$ cat config.mk
export PLATFORM = sky130hd
export DESIGN_NAME = alu_cmd_sequencer
export DESIGN_NICKNAME = d
export VERILOG_FILES = /design/src/rtl/alu_cmd_sequencer.sv
export SDC_FILE = /design/constraint.sdc
export NUM_CORES = 1
export LEC_CHECK = 0
export BUFFER_PORTS_ARGS = -buffer_cell sky130_fd_sc_hd__buf_2
export CAP_MARGIN = 10
export CELL_PAD_IN_SITES_DETAIL_PLACEMENT = 0
export CELL_PAD_IN_SITES_GLOBAL_PLACEMENT = 1
export CORE_ASPECT_RATIO = 0.7
export CORE_MARGIN = 2
export CORE_UTILIZATION = 49
export DETAILED_ROUTE_END_ITERATION = 10
export MAX_ROUTING_LAYER = met4
export PLACE_DENSITY = 0.82
export SETUP_SLACK_MARGIN = 0.5
export SLEW_MARGIN = 0
export SYNTH_ARGS = -nofsm -noshare
export SYNTH_HDL_FRONTEND = slang
export SYNTH_SLANG_ARGS = --single-unit
$ cat constraint.sdc
create_clock -name clk -period 3.5 [get_ports clk]
set_input_delay 0.7 -clock clk [delete_from_list [all_inputs] [get_ports clk]]
set_output_delay 0.7 -clock clk [all_outputs]
set_load 0.01 [all_outputs]
$ cat src/rtl/alu_cmd_sequencer.sv
// Command FIFO feeding a combinational 6-bit ALU, plus a registered, handshaked result slot.
// Optional res_zero output enabled by defining ALU_CMD_ZERO_FLAG_EN.
module alu_cmd_sequencer #(
  parameter int unsigned DEPTH = 4
) (
  input  logic                     clk,
  input  logic                     rst,
  input  logic                     cmd_valid,
  output logic                     cmd_ready,
  input  logic [5:0]               cmd_a,
  input  logic [5:0]               cmd_b,
  input  logic [2:0]               cmd_fxn,
  output logic [5:0]               alu_a,
  output logic [5:0]               alu_b,
  output logic [2:0]               alu_fxn,
  input  logic [5:0]               alu_x,
  output logic                     res_valid,
  input  logic                     res_ready,
  output logic [5:0]               res_x,
  output logic [2:0]               res_fxn,
  output logic [$clog2(DEPTH):0]   level
`ifdef ALU_CMD_ZERO_FLAG_EN
  ,
  output logic                     res_zero
`endif
);

  localparam int unsigned AW = $clog2(DEPTH);
  localparam int unsigned LW = AW + 1;

  typedef enum logic {
    SLOT_EMPTY,
    SLOT_FULL
  } slot_t;

  slot_t          slot_q;
  slot_t          slot_d;
  logic [AW-1:0]  wr_ptr;
  logic [AW-1:0]  rd_ptr;
  logic [14:0]    mem [DEPTH];
  logic [14:0]    head;
  logic           empty;
  logic           full;
  logic           push;
  logic           issue;

  always_comb begin
    empty     = (level == '0);
    full      = (level == LW'(DEPTH));
    // No pass-through at full: a same-cycle pop does not open cmd_ready.
    cmd_ready = !full;
    push      = cmd_valid && !full;
    issue     = !empty && ((slot_q == SLOT_EMPTY) || res_ready);
    head      = mem[rd_ptr];
    alu_a     = '0;
    alu_b     = '0;
    alu_fxn   = '0;
    if (!empty) begin
      alu_a   = head[14:9];
      alu_b   = head[8:3];
      alu_fxn = head[2:0];
    end
  end

  always_comb begin
    slot_d    = slot_q;
    res_valid = (slot_q == SLOT_FULL);
    case (slot_q)
      SLOT_EMPTY: if (issue) slot_d = SLOT_FULL;
      SLOT_FULL:  if (!issue && res_ready) slot_d = SLOT_EMPTY;
      default:    slot_d = SLOT_EMPTY;
    endcase
  end

  always_ff @(posedge clk) begin
    if (push) mem[wr_ptr] <= {cmd_a, cmd_b, cmd_fxn};
  end

  always_ff @(posedge clk) begin
    if (rst) begin
      wr_ptr  <= '0;
      rd_ptr  <= '0;
      level   <= '0;
      slot_q  <= SLOT_EMPTY;
      res_x   <= '0;
      res_fxn <= '0;
`ifdef ALU_CMD_ZERO_FLAG_EN
      res_zero <= 1'b0;
`endif
    end else begin
      slot_q <= slot_d;
      if (push)  wr_ptr <= wr_ptr + AW'(1);
      if (issue) rd_ptr <= rd_ptr + AW'(1);
      case ({push, issue})
        2'b10:   level <= level + LW'(1);
        2'b01:   level <= level - LW'(1);
        default: level <= level;
      endcase
      if (issue) begin
        res_x   <= alu_x;
        res_fxn <= head[2:0];
`ifdef ALU_CMD_ZERO_FLAG_EN
        res_zero <= (alu_x == '0);
`endif
      end
    end
  end

endmodule

==> results of run 1 <==
## kinds of logic (layout without fill, tap and decap cells)
family                   after synthesis  in the layout  share of synthesized area (%)
AND/OR/NAND/NOR                       43             43                           7.64
multiplexers                          15             15                           11.3
buffers and inverters                 19             78                           3.21
adder cells (fa/ha/maj)                6              6                           2.61
flip-flops                            79             79                           69.1
AO/OA/AOI/OAI                         31             31                           5.62
XOR/XNOR                               2              2                          0.555
## sequential cells by signal, indices dropped and copies added, names as in the netlist, named ones only
signal     cells
mem           60
res_x          6
level          3
res_fxn        3
rd_ptr         2
wr_ptr         2
res_valid      1
## where the power goes
| part | leakage (nW) | switching, mW | total (mW) | internal (mW) |
|---|---|---|---|---|
| Sequential | 0.707 | 0.0901 | 1.25 | 1.16 |
| Combinational | 0.561 | 0.499 | 0.932 | 0.433 |
| Clock | 0.0945 | 0.296 | 0.620 | 0.324 |
| Total | 1.36 | 0.885 | 2.80 | 1.91 |
## placed cells by master, fill, tap and decap left out, types with 2 or more instances in the layout
cell and n:
buf_4 3, or3_1 3, and2_1 15, clkinv_2 3
clkbuf_8 9, and3_1 4, inv_1 6, mux4_2 10
dfxtp_1 19, edfxtp_1 60, buf_2 53, nand3_1 11
ha_1 5, nor2_1 5, clkbuf_1 2, xor2_1 2
a21o_1 2, o21ai_0 11, mux4_1 5, a21oi_1 15
## worst min path at each step
| stage | start | end | slack, ps |
|---|---|---|---|
| after global placement | res_x[4] | res_x[4] | 460 |
| after floorplan | res_x[0] | res_x[0] | 500 |
| final | res_x[1] | res_x[1] | 480 |
| after CTS | res_x[1] | res_x[1] | 480 |
| after global routing | res_x[4] | res_x[4] | 510 |
| after detailed placement | res_x[1] | res_x[1] | 470 |
## cell type report
cell class | count | share of cell area (%)
Multi-Input combinational cell | 97 | 24.0
Tap cell | 78 | 2.68
Clock buffer | 11 | 3.60
Inverter | 6 | 0.618
Sequential cell | 79 | 59.8
Clock inverter | 5 | 1.34
Timing Repair Buffer | 56 | 7.89
## critical path, delay by kind of cell (launching register included)
family	cells	cell delay, ps
buffers and inverters	2	430
multiplexers	1	610
flip-flops	1	560
AND/OR/NAND/NOR	1	180
## metal layers
layer  GRT usage [%]  vias to the layer above
met2            24.3                       53
met4            5.48                        0
met5               -                        -
met3            5.43                        5
met1            21.3                      881
li1                -                      853
## metrics by stage
step | area, sq um | cells | hold WS (ps)
final | 3650 | 332 | 477
after global routing | 3650 | 332 | 506
after CTS | 3650 | 332 | 479
after detailed placement | 3470 | 316 | 467
after global placement | 3470 | 316 | 457
after floorplan | 3160 | 195 | 498
==> reports/metrics.cfg, run 1 <==
[yosys]
yosys_warnings = 0
ys.flop_type = edfxtp_1
ys_ff_latch = 79
syn_inst = 195
postSynthAreaPerCell_sq_um = 16.2
yosysMostFrequentCell = edfxtp_1
synth_edf_count = 60
synth_top_cell_by_area = edfxtp_1
synthDominantCellAreaShare_pct = 57.0
syn-num-nets = 226
yosysUniqueCellTypes = 29
ys_seq_area_share_pct = 69.1
netlist_area_sq_um = 3160
async_flop_share_pct = 0
synth_commonest_cells = edfxtp_1 (60), dfxtp_1 (19), a21oi_1 (15), and2_1 (15)
synth_area_leaders = edfxtp_1 (57%), dfxtp_1 (12%), mux4_2 (7.1%), mux4_1 (4.2%), and2_1 (3.0%)

[critical_path]
crit-reg2reg-launch = level[2]
worstSetupPathType = flop to output pin
ff2ff_path_depth = 8
path_cells = buf_4, mux4_1, and2_1, buf_2
crit_end = alu_fxn[2]
critical_path_arrival_ps = 2110
rrSetupSlack_ps = 1200
critical_path.endpoint_type = output pin
cp_max_fo = 9
cp-start-kind = flop
cp.required_ps = 2800
cpPeakStageDelay_ps = 610
cp_slowest_cell = mux4_1
r2r-end = level[2]

[floorplanning]
core_sq_um = 6220
dieArea_sq_um = 7120
io_pins = 54
die_width_microns = 100
initial_core_util_pct = 50.8
row_count = 24
die_height_microns = 71.2

[run]
max_cap_viol_count = 0

[sta]
fin_crit_ps = 2810
hold_viol_final = 0
fin_setup_tns_ps = 0
max_freq_ghz = 0.355
drv_slew = 0
skew_ps = 7.34
finalWorstSetupSlack_ps = 686
setup_violations = 0
fin_crit_sh_pct = 80.4
rsz0062_at_grt = no
max_slew_margin_pct = 45.3
tightestPinTransition_ps = 820

[detailed_routing]
wirelength_microns = 5430
detail_route.vias_per_cell = 5.40
highest_layer = met4
num_vias = 1792
wl_met3_microns = 419
drtPass1Iterations = 6
drc_errors = 0
wl_met1_microns = 2420
ant_nets = 0
wl_met2_microns = 2530
drt_iter0_drc = 65
wl_per_cell_microns = 16.4

[finish]
utilization_pct = 58.7
num-nets-final = 280
drive_gt1_share_pct = 31.9
multi_input_area_sq_um = 876
regArea_sq_um = 2180
fillers = 491
antenna_cells = 0
area_growth_pct = 15.4

[place]
port_buffers = 53
gp_congestion = 0.704
preCtsSetupSlack_ps = 1000
hpwl_microns = 3560

[clock_network]
cts_sinks = 79
hold_buffers = 0
post_cts_buffers = 0
ctsResizeCount = 0
cts_buffer_depth = 2
root_buffer = clkbuf_8
numCtsBuffers = 9
clock_latency_ps = 340
cts.htree.levels = 3
cts.clk_slew.worst_paths_ps = 70
cts_tree = done

[power_and_ir_drop]
max-vdd-ir-drop_v = 0.000268
total_power_mw = 2.80
p_leak_nw = 1.36
power_density_nw_per_um2 = 768

[global_routing]
antenna_found_initial = 0
grt_pass1_vias = 1689
overflow = 0
grt_pass1_wl_microns = 8430
grtUsageTotal_pct = 16.3
grt_max_degree = 26

[worst_hold_path]
hold_class = flop to flop
holdPathStages = 2

[run_status]
outcome = complete, no violations

No activity file was read; power rests on OpenSTA's default activity.
==> run 2, diff against run 1 <==
Settings changed: CORE_UTILIZATION 49 to 41, PLACE_DENSITY 0.82 to 0.73.
Clock period 3.5 ns to 2.55 ns, I/O delays scaled along.
==> reports/metrics.cfg, run 2 (synthesized netlist as in run 1, its figures left out) <==
[finish]
area_growth_pct = 21.7  ; was 15.4%
largest_reg_flops = 60  ; unchanged
num-nets-final = 285  ; was 280
layout_commonest_cell = edfxtp_1  ; unchanged
drive_gt1_share_pct = 40.5  ; was 31.9%
final_area_sq_um = 3850  ; was 3650 sq um
multi_input_area_sq_um = 892  ; was 876 sq um
layout_common_cells = edfxtp_1 (60), buf_2 (50), mux4_2 (15), a21oi_1 (15), dfxtp_1 (15)  ; was edfxtp_1 (60), buf_2 (53), dfxtp_1 (19)
fillers = 607  ; was 491
utilization_pct = 52.1  ; was 58.7%
regArea_sq_um = 2190  ; was 2180 sq um
antenna_cells = 0  ; unchanged
top_regs = mem x60, res_x x6  ; unchanged
largest_register = mem  ; unchanged

[clock_network]
cts_tree = done  ; unchanged
numCtsBuffers = 9  ; unchanged
cts.htree.levels = 3  ; unchanged
clock_latency_ps = 340  ; about the same
cts_buffer_depth = 2  ; unchanged
cts_sinks = 79  ; unchanged
root_buffer = clkbuf_8  ; unchanged
cts.clk_slew.worst_paths_ps = 70  ; about the same

[floorplanning]
die_height_microns = 77.4  ; was 71.2 microns
row_count = 26  ; was 24
io_pins = 54  ; unchanged
die_width_microns = 109  ; was 100 microns
core_sq_um = 7380  ; was 6220 sq um
initial_core_util_pct = 42.8  ; was 50.8%
dieArea_sq_um = 8440  ; was 7120 sq um

[place]
preCtsSetupSlack_ps = 372  ; was 1000 ps
hpwl_microns = 3750  ; was 3560 microns
gp_congestion = 0.800  ; was 0.704
port_buffers = 53  ; unchanged
place_area_sq_um = 3550  ; was 3470 sq um

[detailed_routing]
wirelength_microns = 5980  ; was 5430 microns
drc_errors = 0  ; unchanged
drt_iter0_drc = 47  ; was 65
num_vias = 1769  ; was 1792
detail_route.vias_per_cell = 4.96  ; was 5.40
drtPass1Iterations = 4  ; was 6
wl_per_cell_microns = 16.8  ; was 16.4 microns
ant_nets = 0  ; unchanged

[global_routing]
antenna_found_initial = 0  ; unchanged
grt_pass1_wl_microns = 9460  ; was 8430 microns
grtUsageTotal_pct = 15.9  ; was 16.3%
grt_pass1_vias = 1785  ; was 1689
grt_max_degree = 26  ; unchanged
overflow = 0  ; unchanged

[power_and_ir_drop]
max-vdd-ir-drop_v = 0.000413  ; was 0.000268 V
p_leak_nw = 1.42  ; was 1.36 nW
power_density_nw_per_um2 = 1130  ; was 768 nW/um^2
total_power_mw = 4.36  ; was 2.80 mW

[critical_path]
critical_path.endpoint_type = output pin  ; unchanged
crit_family = multiplexers  ; unchanged
cpPeakStageDelay_ps = 530  ; was 610 ps
critical_path_arrival_ps = 1690  ; was 2110 ps
worstSetupPathType = flop to output pin  ; unchanged
worst-path-buf-inv = 2  ; unchanged
cp_max_fo = 8  ; was 9
path_cells = buf_12, mux4_2, and2_4, buf_2  ; was buf_4, mux4_1, and2_1, buf_2
cp_slowest_cell = mux4_2  ; was mux4_1
cp-start-kind = flop  ; unchanged
cp.required_ps = 2040  ; was 2800 ps

[sta]
max_freq_ghz = 0.455
tightestPinTransition_ps = 794  ; was 820 ps
drv_slew = 0  ; unchanged
fin_setup_tns_ps = 0  ; unchanged
fin_crit_ps = 2200
setup_violations = 0  ; unchanged
fin_crit_sh_pct = 86.1
rsz0062_at_grt = yes  ; was no
hold_viol_final = 0  ; unchanged
finalWorstSetupSlack_ps = 354  ; was 686 ps
skew_ps = 7.51  ; was 7.34 ps
max_slew_margin_pct = 47.1  ; was 45.3%

[worst_hold_path]
hold_class = primary input to flop  ; was flop to flop

[run]
max_cap_viol_count = 0  ; unchanged

[run_status]
outcome = complete, no violations  ; unchanged

run 2: cell count changes in the layout (fill, tap and decap cells not counted), moves of 4 or more:
cell,change
dfxtp_1,-4
mux4_1,-5
mux4_2,+5
and2_1,-4
and2_4,+4
run 2: power by group:
| group | leakage [nW] | switching (mW) | internal (mW) |
|---|---|---|---|
| Clock | 0.114 | 0.424 | 0.653 |
| Sequential | 0.709 | 0.102 | 1.60 |
| Combinational | 0.593 | 0.796 | 0.788 |
| Total | 1.42 | 1.32 | 3.04 |
run 2: area by class of cell:
type,instances,area share (%)
sequential,79,57.1
multi-input combinational,97,23.2
timing repair buffer,61,9.79
clock buffer,11,3.42
tap,98,3.19
clock inverter,5,2.77
inverter,6,0.586
run 2: final timing paths:
kind                            slack (ps)          to      from  depth (start not counted)
worst max-delay path                   350  alu_fxn[1]      flop                          4
worst min-delay path                   380   mem[0][5]  cmd_b[2]                          1
worst max register to register         530    level[2]  level[2]                          8
worst min register to register         480    res_x[1]  res_x[1]                          2
run 2: metal layers:
layer  vias up  share of wire (%)  wire length (microns)  global-route usage (%)
met1       872                 45                   2700                    19.6
met4         0               0.84                     50                    4.62
met5         -                  0                      0                       -
met2        39                 49                   2960                    25.0
li1        852                  -                      -                       -
met3         6                4.6                    278                    5.29
run 2: timing repair:
| action | 4_1_cts | 5_1_grt |
|---|---|---|
| hold buffers | 0 | 0 |
| pin swaps | 4 | 0 |
| cloned | 1 | 0 |
| setup buffers | 2 | 0 |
| gates resized for setup | 13 | 4 |
| setup endpoints to repair | 17 | 16 |
run 2: through the flow:
step / std cells / hold WS, ps
finish: 357 / 384
floorplan: 195 / 498
detailed placement: 338 / 467
CTS: 357 / 364
global placement: 338 / 459
global route: 357 / 367
